<file path="src/rtl/mux8_rr_arbiter.sv">
// -----------------------------------------------------------------------------
// mux8_rr_arbiter
//
// Purpose:
//   Round-robin arbiter and sequencer for an 8:1 data mux. Eight requesters
//   share a single output channel. The block picks an owner, drives a
//   registered 3-bit select and one-hot grant, and forwards the owner's data
//   under a valid/ready handshake. An owner keeps the channel for at most
//   MAX_HOLD accepted beats. After that, or when it drops its request, the
//   channel is re-arbitrated in the same cycle, so no bubble is inserted.
//
// Parameters:
//   DATA_W    width of each requester data word and of out_data
//   MAX_HOLD  maximum accepted beats per grant before forced rotation (>=1)
//
// Ports:
//   clk        rising-edge clock
//   rst        synchronous reset, active-high
//   req[7:0]   per-channel request level, held while that channel has data
//   in_data    channel k data at [k*DATA_W +: DATA_W]
//   out_valid  output beat valid (owner still requesting)
//   out_ready  downstream accepts a beat when out_valid & out_ready
//   out_data   data of the granted channel, zero when out_valid is low
//   sel[2:0]   registered select of the current owner
//   grant[7:0] registered one-hot owner, zero while idle
//   busy       high while a grant is active
//
// Build option:
//   MUX8_ARB_PRIO0_EN  when defined, channel 0 has strict priority at every
//                      arbitration point. A grant to channel 0 leaves the
//                      rotation pointer untouched, so rotation among channels
//                      1..7 is preserved. When channel 0 gives up the channel
//                      after its own grant, it yields once to any other
//                      requester, so MAX_HOLD still forces rotation away from
//                      it. It is re-granted only when it is the sole requester.
//                      When undefined, all 8 channels are arbitrated by pure
//                      round-robin.
// -----------------------------------------------------------------------------
module mux8_rr_arbiter #(
  parameter int DATA_W   = 8,
  parameter int MAX_HOLD = 4
) (
  input  logic                clk,
  input  logic                rst,
  input  logic [7:0]          req,
  input  logic [8*DATA_W-1:0] in_data,
  output logic                out_valid,
  input  logic                out_ready,
  output logic [DATA_W-1:0]   out_data,
  output logic [2:0]          sel,
  output logic [7:0]          grant,
  output logic                busy
);

  localparam int CNT_W = $clog2(MAX_HOLD + 1);
  localparam logic [CNT_W-1:0] HOLD_LAST = CNT_W'(MAX_HOLD - 1);

  typedef enum logic [0:0] {
    ST_IDLE  = 1'b0,
    ST_GRANT = 1'b1
  } state_t;

  // Round-robin search starting just after ptr. The result is {found, index}.
  // The search wraps, so ptr itself is the last candidate. This lets a lone
  // requester be re-granted.
  function automatic logic [3:0] rr_pick(input logic [7:0] r, input logic [2:0] p);
    logic       found;
    logic [2:0] win;
    logic [2:0] idx;
    found = 1'b0;
    win   = 3'd0;
    for (int i = 1; i <= 8; i++) begin
      idx = p + 3'(i);
      if (!found && r[idx]) begin
        found = 1'b1;
        win   = idx;
      end else begin
        found = found;
      end
    end
    return {found, win};
  endfunction

  // Convert a channel index into its one-hot grant vector.
  function automatic logic [7:0] to_onehot(input logic [2:0] idx);
    logic [7:0] oh;
    oh = 8'h01 << idx;
    return oh;
  endfunction

  state_t           state_r;
  state_t           state_next_s;
  logic [2:0]       sel_r;
  logic [2:0]       sel_next_s;
  logic [7:0]       grant_r;
  logic [7:0]       grant_next_s;
  logic [2:0]       ptr_r;
  logic [2:0]       ptr_next_s;
  logic [CNT_W-1:0] beat_cnt_r;
  logic [CNT_W-1:0] beat_cnt_next_s;
  logic             busy_r;

  logic             out_valid_s;
  logic [DATA_W-1:0] out_data_s;
  logic             transfer_s;
  logic             release_s;

  logic [3:0]       rr_res_s;
  logic             pick_found_s;
  logic [2:0]       pick_idx_s;
  logic             pick_upd_ptr_s;
`ifdef MUX8_ARB_PRIO0_EN
  logic             ch0_yield_s;
`endif

  // Output handshake: the owner's request drives valid. Valid is blocked
  // during reset so that no beat is accepted in the reset cycle.
  always_comb begin
    out_valid_s = 1'b0;
    out_data_s  = {DATA_W{1'b0}};
    if (!rst && (state_r == ST_GRANT)) begin
      out_valid_s = req[sel_r];
    end else begin
      out_valid_s = 1'b0;
    end
    if (out_valid_s) begin
      out_data_s = in_data[sel_r*DATA_W +: DATA_W];
    end else begin
      out_data_s = {DATA_W{1'b0}};
    end
  end

  // Beat acceptance and the release condition of the current owner.
  always_comb begin
    transfer_s = out_valid_s & out_ready;
    release_s  = 1'b0;
    if (state_r == ST_GRANT) begin
      release_s = (transfer_s && (beat_cnt_r == HOLD_LAST)) || !req[sel_r];
    end else begin
      release_s = 1'b0;
    end
  end

  // Arbitration: pick the next owner from the request vector and the pointer.
  always_comb begin
    pick_found_s   = 1'b0;
    pick_idx_s     = 3'd0;
    pick_upd_ptr_s = 1'b0;
    rr_res_s       = 4'h0;
`ifdef MUX8_ARB_PRIO0_EN
    // Channel 0 yields once after its own grant, so its hold limit rotates it out.
    ch0_yield_s = (state_r == ST_GRANT) && (sel_r == 3'd0);
    rr_res_s    = rr_pick(req & 8'hFE, ptr_r);
    if (req[0] && !ch0_yield_s) begin
      pick_found_s   = 1'b1;
      pick_idx_s     = 3'd0;
      pick_upd_ptr_s = 1'b0;
    end else if (rr_res_s[3]) begin
      pick_found_s   = 1'b1;
      pick_idx_s     = rr_res_s[2:0];
      pick_upd_ptr_s = 1'b1;
    end else if (req[0]) begin
      pick_found_s   = 1'b1;
      pick_idx_s     = 3'd0;
      pick_upd_ptr_s = 1'b0;
    end else begin
      pick_found_s   = 1'b0;
      pick_idx_s     = 3'd0;
      pick_upd_ptr_s = 1'b0;
    end
`else
    // In pure round-robin mode, ptr always equals the last owner.
    rr_res_s       = rr_pick(req, ptr_r);
    pick_found_s   = rr_res_s[3];
    pick_idx_s     = rr_res_s[2:0];
    pick_upd_ptr_s = 1'b1;
`endif
  end

  // Next-state logic for the IDLE/GRANT sequencer.
  always_comb begin
    state_next_s    = state_r;
    sel_next_s      = sel_r;
    grant_next_s    = grant_r;
    ptr_next_s      = ptr_r;
    beat_cnt_next_s = beat_cnt_r;
    case (state_r)
      ST_IDLE: begin
        if (pick_found_s) begin
          state_next_s    = ST_GRANT;
          sel_next_s      = pick_idx_s;
          grant_next_s    = to_onehot(pick_idx_s);
          ptr_next_s      = pick_upd_ptr_s ? pick_idx_s : ptr_r;
          beat_cnt_next_s = {CNT_W{1'b0}};
        end else begin
          state_next_s = ST_IDLE;
          grant_next_s = 8'h00;
        end
      end
      ST_GRANT: begin
        if (release_s) begin
          // Re-arbitrate in the release cycle so that the handover has no bubble.
          if (pick_found_s) begin
            state_next_s    = ST_GRANT;
            sel_next_s      = pick_idx_s;
            grant_next_s    = to_onehot(pick_idx_s);
            ptr_next_s      = pick_upd_ptr_s ? pick_idx_s : ptr_r;
            beat_cnt_next_s = {CNT_W{1'b0}};
          end else begin
            state_next_s    = ST_IDLE;
            grant_next_s    = 8'h00;
            beat_cnt_next_s = {CNT_W{1'b0}};
          end
        end else if (transfer_s) begin
          beat_cnt_next_s = beat_cnt_r + CNT_W'(1);
        end else begin
          beat_cnt_next_s = beat_cnt_r;
        end
      end
      default: begin
        state_next_s    = ST_IDLE;
        grant_next_s    = 8'h00;
        beat_cnt_next_s = {CNT_W{1'b0}};
      end
    endcase
  end

  // State, ownership and pointer registers. Reset aborts any active grant.
  always_ff @(posedge clk) begin
    if (rst) begin
      state_r    <= ST_IDLE;
      sel_r      <= 3'd0;
      grant_r    <= 8'h00;
      ptr_r      <= 3'd7;
      beat_cnt_r <= {CNT_W{1'b0}};
      busy_r     <= 1'b0;
    end else begin
      state_r    <= state_next_s;
      sel_r      <= sel_next_s;
      grant_r    <= grant_next_s;
      ptr_r      <= ptr_next_s;
      beat_cnt_r <= beat_cnt_next_s;
      busy_r     <= (state_next_s == ST_GRANT);
    end
  end

  assign out_valid = out_valid_s;
  assign out_data  = out_data_s;
  assign sel       = sel_r;
  assign grant     = grant_r;
  assign busy      = busy_r;

endmodule
</file>
<file path="config.mk">
export PLATFORM = sky130hd
export DESIGN_NAME = mux8_rr_arbiter
export DESIGN_NICKNAME = d
export VERILOG_FILES = /design/src/rtl/mux8_rr_arbiter.sv
export SDC_FILE = /design/constraint.sdc
export NUM_CORES = 1
export LEC_CHECK = 0
export ABC_AREA = 1
export CORE_MARGIN = 4
export CORE_UTILIZATION = 40
export CTS_BUF_LIST = sky130_fd_sc_hd__clkbuf_4
export CTS_CLUSTER_DIAMETER = 200
export DETAILED_ROUTE_END_ITERATION = 7
export PLACE_DENSITY_LB_ADDON = 0.1
export SLEW_MARGIN = 20
export SYNTH_ARGS = -nofsm -noshare
export SYNTH_HDL_FRONTEND = slang
export SYNTH_SLANG_ARGS = --single-unit
</file>
<file path="constraint.sdc">
create_clock -name clk -period 3.89 [get_ports clk]
set_clock_uncertainty 0.05 [all_clocks]
set_input_delay 0.5835 -clock clk [delete_from_list [all_inputs] [get_ports clk]]
set_output_delay 0.5835 -clock clk [all_outputs]
set_load 0.01 [all_outputs]
</file>
== Word-level counts from Yosys, hierarchy flattened ==
Cells that the tools add are included.

* Register bits: 18
* Output and inout bits: 21
* Logic and storage cells: 103

* Bitwise gates (word level): 2
* Add/sub/neg operators: 8
* Shift operators: 2
* Equality and inequality tests: 4
* Order comparisons: 9
* Multiplexer cells: 53
* Reductions and logical operators: 20

{| class="wikitable"
|+ Operators with widths
! kind !! count
|-
| $shiftx 64x7->8 || 1
|-
| $mux 3 || 15
|-
| $lt 3x4->1 const B || 9
|-
| $bmux 1 s3 || 9
|-
| $mux 8 || 3
|-
| $mux 1 || 21
|-
| $pmux 3 s2 || 3
|-
| $pmux 8 s2 || 1
|-
| $add 3x3->3 const B || 4
|-
| $logic_and 1x1->1 || 9
|-
| $logic_not 1->1 || 9
|-
| $shl 1x3->8 const A || 1
|-
| $add 3x1->3 const B || 2
|-
| $add 3x2->3 const B || 2
|-
| $eq 3x2->1 const B || 1
|-
| $ne 3x1->1 const B || 1
|-
| $ne 2x1->1 const B || 1
|-
| $ne 2x2->1 const B || 1
|-
| $pmux 1 s2 || 1
|-
| $reduce_and 2->1 || 1
|-
| $and 1x1->1 || 1
|-
| $logic_or 1x1->1 || 1
|-
| $not 1->1 || 1
|}

== Longest topological paths before layout ==
* Word-level depth: 29
* Mapped depth: 20

== Worst setup path before layout ==
Ideal clock, no wire load.

* Path kind: reg2reg
* Start point: register ptr_r[0]
* End point: register grant_r[2], in the netlist grant[2]
* Period minus slack after synthesis: 2.571 ns
* Arrival time: 2.393 ns
* Cell stages (with the launch flop): 19
* Setup time: 0.128 ns
* Setup slack: 1.319 ns
* Path buffers: 2
* Path through: dfxtp_1 inv_2 buf_6 ha_1 buf_2 inv_1 nand3_1 nand3_1 nand2_4 nor2_8 nand4_4 nor2_8 nand3_2 nand2_2 inv_2 nand3_2 nor2_1 nor2_1 nor2_1

* Longest elaborated chain between the ends: 29

{| class="wikitable"
|+ RTL lines
! what !! line !! RTL
|-
| start: declaration || 97 || <nowiki>logic [2:0] ptr_r;</nowiki>
|-
| start signal: assignment || 241 || <nowiki>ptr_r <= ptr_next_s;</nowiki>
|-
| $add 3x1->3 || 73 || <nowiki>idx = p + 3'(i);</nowiki>
|-
| $bmux 1 s3 || 74 || <nowiki>if (!found && r[idx]) begin</nowiki>
|-
| $mux 1 (not written as such) || 74 ||
|-
| $mux 1 || 74 ||
|-
| $logic_not 1->1 || 74 ||
|-
| $logic_and 1x1->1 || 74 ||
|-
| $mux 1 || 74 ||
|-
| $logic_not 1->1 || 74 ||
|-
| (+13 left out) || n/a ||
|-
| $mux 1 || 74 ||
|-
| $logic_not 1->1 || 74 ||
|-
| $logic_and 1x1->1 || 74 ||
|-
| $mux 3 || 74 ||
|-
| $shl 1x3->8 || 87 || <nowiki>oh = 8'h01 << idx;</nowiki>
|-
| $mux 8 * || 189, 203 ||
|-
| $mux 8 || 201 || <nowiki>if (release_s) begin</nowiki>
|-
| $pmux 8 s2 * || 187 || <nowiki>case (state_r)</nowiki>
|-
| end signal: assignment || 240 || <nowiki>grant_r <= grant_next_s;</nowiki>
|-
| end: declaration || 95 || <nowiki>logic [7:0] grant_r;</nowiki>
|}

Mark *: on every way between the ends. The rest lies on a longest branch, timed or not. The select of a mux whose other input is x is not followed.
A chain may end at the register's enable or synchronous reset.

== Worst setup path after layout ==
* Start point: register sel_r[0], in the netlist sel[0]
* End point: output port out_data[2]

* Longest elaborated chain between the ends: 4

{| class="wikitable"
|+ RTL lines
! what !! line !! RTL
|-
| start: declaration || 93 || <nowiki>logic [2:0] sel_r;</nowiki>
|-
| start signal: assignment || 239 || <nowiki>sel_r <= sel_next_s;</nowiki>
|-
| branches (longest 3 deep; another with $shiftx 64x7->8) || n/a ||
|-
| $mux 8 * || 126 || <nowiki>if (out_valid_s) begin</nowiki>
|-
| end: declaration || 49 || <nowiki>output logic [DATA_W-1:0] out_data,</nowiki>
|}

Mark *: on every way between the ends. The select of a mux whose other input is x is not followed.

==> flow_metrics.tcl <==
set metrics [dict create \
    wl_per_cell_um 13.42 \
    synth_top_area_share_pct 21.14 \
    max_cap_viol_count 0 \
    met2_usage_pct 38.62 \
    die-area_um2 6805 \
    finalHoldViolations 0 \
    swShare_pct 59.21 \
    cp-start-kind "flop" \
    synthTopCellsByArea "nand2_1 21%, dfxtp_1 16%, nor2_1 8.8%" \
    gr-usage-met1_pct 28.48 \
    hold_depth 2 \
    multi_input_area_um2 1633 \
    drt_wl_total_um 7325 \
    ys_seq_area_share_pct 16.23 \
    grt_pass1_vias 2651 \
    status "finished clean" \
    grt_pass1_wl_um 11890 \
    p_comb_share_pct 83.2 \
    yosys.area.top_type "nand2_1" \
    synth_cells 391 \
    timing.rr.end "grant[4]$_SDFFE_PP0N_" \
    core_um2 5238 \
    reg2regPathDepth 16 \
    rsz0062_at_grt "false" \
    fin_crit_sh_pct 88.82 \
    rr_startpoint "ptr_r[1]$_SDFFE_PP1P_" \
    dieWidth_um 82.49 \
    crit_arrival_ns 2.82 \
    diodes 0 \
    fillers 540 \
    fin_setup_tns_ns 0 \
    cts-root-buf "clkbuf_4" \
    ys_warn_count 0 \
    critPathKind "reg -> out" \
    cts_buffers 3 \
    drtPass1Iterations 5 \
    grt_usage_pct 21.97 \
    endpoint_kind "output pin" \
    clk_pin_slew_worst_paths_ns 0.11 \
    dp_hpwl_um 5888 \
    fin_util_pct 61.68 \
    area_growth_pct 45.55 \
    synth_area_um2 2220 \
    routed_via_density 5.218 \
    post-cts-setup-buffer-count 0 \
    peakVddDrop_v 0.0004718 \
    min_path_type "reg -> reg" \
    synth_nets 470 \
    power.leakage_nw 1.441 \
    final_nets 556 \
    p_per_area_nw_per_um2 759.9 \
    synth_seq_cells 18 \
    p_clk_share_pct 3.9 \
    io_pins 96 \
    min_to "grant[1]$_SDFFE_PP0N_" \
    die_h_um 82.49 \
    synth_most_common_cell "nand2_1" \
    grt_max_degree 35 \
    antenna_found_initial 0 \
    cts_buffer_depth 2 \
    synthFlopType "dfxtp_1" \
    min_period_ns 3.455 \
    worstHoldStart "grant[1]$_SDFFE_PP0N_" \
    place_congestion 0.9242 \
    synth_edf_count 0 \
    cts_hold_buf 0 \
    cts_resized 0 \
    yosys-top-cells-count "125 x nand2_1, 52 x nor2_1, 37 x nand3_1" \
    num_rows 26 \
    switching_power_mw 1.454 \
    crit_required_ns 3.26 \
    seq_power_share_pct 12.9 \
    drive_gt1_share_pct 7.773 \
    relSlewSlack_pct 58.54 \
    cts_tree "built" \
    ys_types 34 \
    slew_violations 0 \
    start_util_pct 42.38 \
    internal-power_mw 1.001 \
    drcViolationCount 0 \
    busiest_layer "met2" \
    overflow 0 \
    use_met3_pct 1.844 \
    async_flop_share_pct 0 \
    place_ws_ns 0.4931 \
    fmax_mhz 289.4 \
    io_buffers 95 \
    total_power_mw 2.455 \
    ff2ff_setup_slack_ns 0.73 \
    tightestPinTransition_ns 0.6211 \
    num_vias 2849 \
    setup_viol 0 \
    avgSynthCellArea_um2 5.677 \
    crit_fanout 17 \
    setup_ws_ns 0.4349 \
    clk_latency_ns 0.29 \
    area.sequential_um2 360.3 \
    antenna_left 0 \
    clock_sinks 18 \
    drt_iter0_markers 194 \
    h-tree-depth 1 \
]
-- cell families (layout without fill, tap and decap cells) --
| kind of cell | Yosys count | after routing | synth area share (%) |
|---|---|---|---|
| AO/OA/AOI/OAI | 65 | 65 | 19.05 |
| XOR/XNOR | 4 | 4 | 1.579 |
| adder cells (fa/ha/maj) | 4 | 4 | 2.255 |
| buffers and inverters | 55 | 140 | 10.20 |
| flip-flops | 18 | 18 | 16.23 |
| AND/OR/NAND/NOR | 245 | 245 | 50.68 |
-- how the worst max path moves through the flow --
stage	endpoint	cells after the start	start	slack (ns)
4_1_cts	out_data[2]	10	sel[0]$_SDFFE_PP0P_	0.43
3_3_place_gp	out_data[6]	12	req[4]	0.53
2_1_floorplan	grant[2]$_SDFFE_PP0N_	18	ptr_r[0]$_SDFFE_PP1P_	1.32
3_5_place_dp	out_data[2]	12	req[4]	0.49
6_report	out_data[2]	10	sel[0]$_SDFFE_PP0P_	0.43
5_1_grt	out_data[2]	10	sel[0]$_SDFFE_PP0P_	0.19
-- placed cells by master (no fill, tap or decap), types with 2 or more instances in the layout --
cell,count
o21ai_0,15
a32o_1,8
xnor2_1,2
a21oi_1,24
buf_4,5
ha_1,4
nand2_1,125
dfxtp_1,18
a32oi_1,8
o21bai_1,2
nor3_1,2
nand3_2,8
nand3_1,37
nor2_1,52
nand4_1,7
nor2_2,2
clkbuf_4,3
xor2_1,2
clkdlybuf4s50_1,95
clkinv_1,5
o211ai_1,4
nor2_8,2
inv_2,6
inv_1,26
nand2_2,7
-- worst max-delay path: stages, from the launching register on --
cell	delay, ns
dfxtp_1	0.73
clkinv_1	0.33
o21ai_0	0.21
o21ai_0	0.10
o21ai_0	0.15
nor2_1	0.11
inv_1	0.06
nor2_1	0.04
inv_1	0.23
nor2_1	0.07
clkdlybuf4s50_1	0.49
-- registers in the layout, indices dropped and copies added (netlist names) --
name        flops
busy            1
sel             3
ptr_r           3
grant           8
beat_cnt_r      3
-- power by group through the flow --
| stage | clock [mW] | sequential, mW | combinational, mW |
|---|---|---|---|
| floorplan | 0 | 0.287 | 1.54 |
| global placement | 0 | 0.317 | 1.99 |
| detailed placement | 0 | 0.319 | 2.02 |
| CTS | 0.0985 | 0.315 | 2.03 |
| global route | 0.103 | 0.325 | 2.29 |
| finish | 0.0948 | 0.317 | 2.04 |
-- per-stage QoR --
| stage | cell area [um2] | hold WS [ns] | std cells |
|---|---|---|---|
| global route | 3231 | 0.4443 | 546 |
| detailed placement | 3204 | 0.4098 | 542 |
| finish | 3231 | 0.4242 | 546 |
| CTS | 3231 | 0.4272 | 546 |
| global placement | 3204 | 0.4005 | 542 |
| floorplan | 2220 | 0.3865 | 391 |
-- per-layer routing --
metal | share of wire [%] | wire length (um)
met4 | 2.5 | 183
met1 | 43 | 3159
met5 | 0 | 0
met3 | 6.3 | 460
met2 | 48 | 3521
-- cell type report --
cell class                 instances  area share [%]
multi-input combinational        318           50.54
timing repair buffer             100           30.60
sequential                        18           11.15
inverter                          36           4.183
tap                               70           2.711
clock buffer                       3          0.6971
clock inverter                     1          0.1162
(Power assumes the default switching activity.)
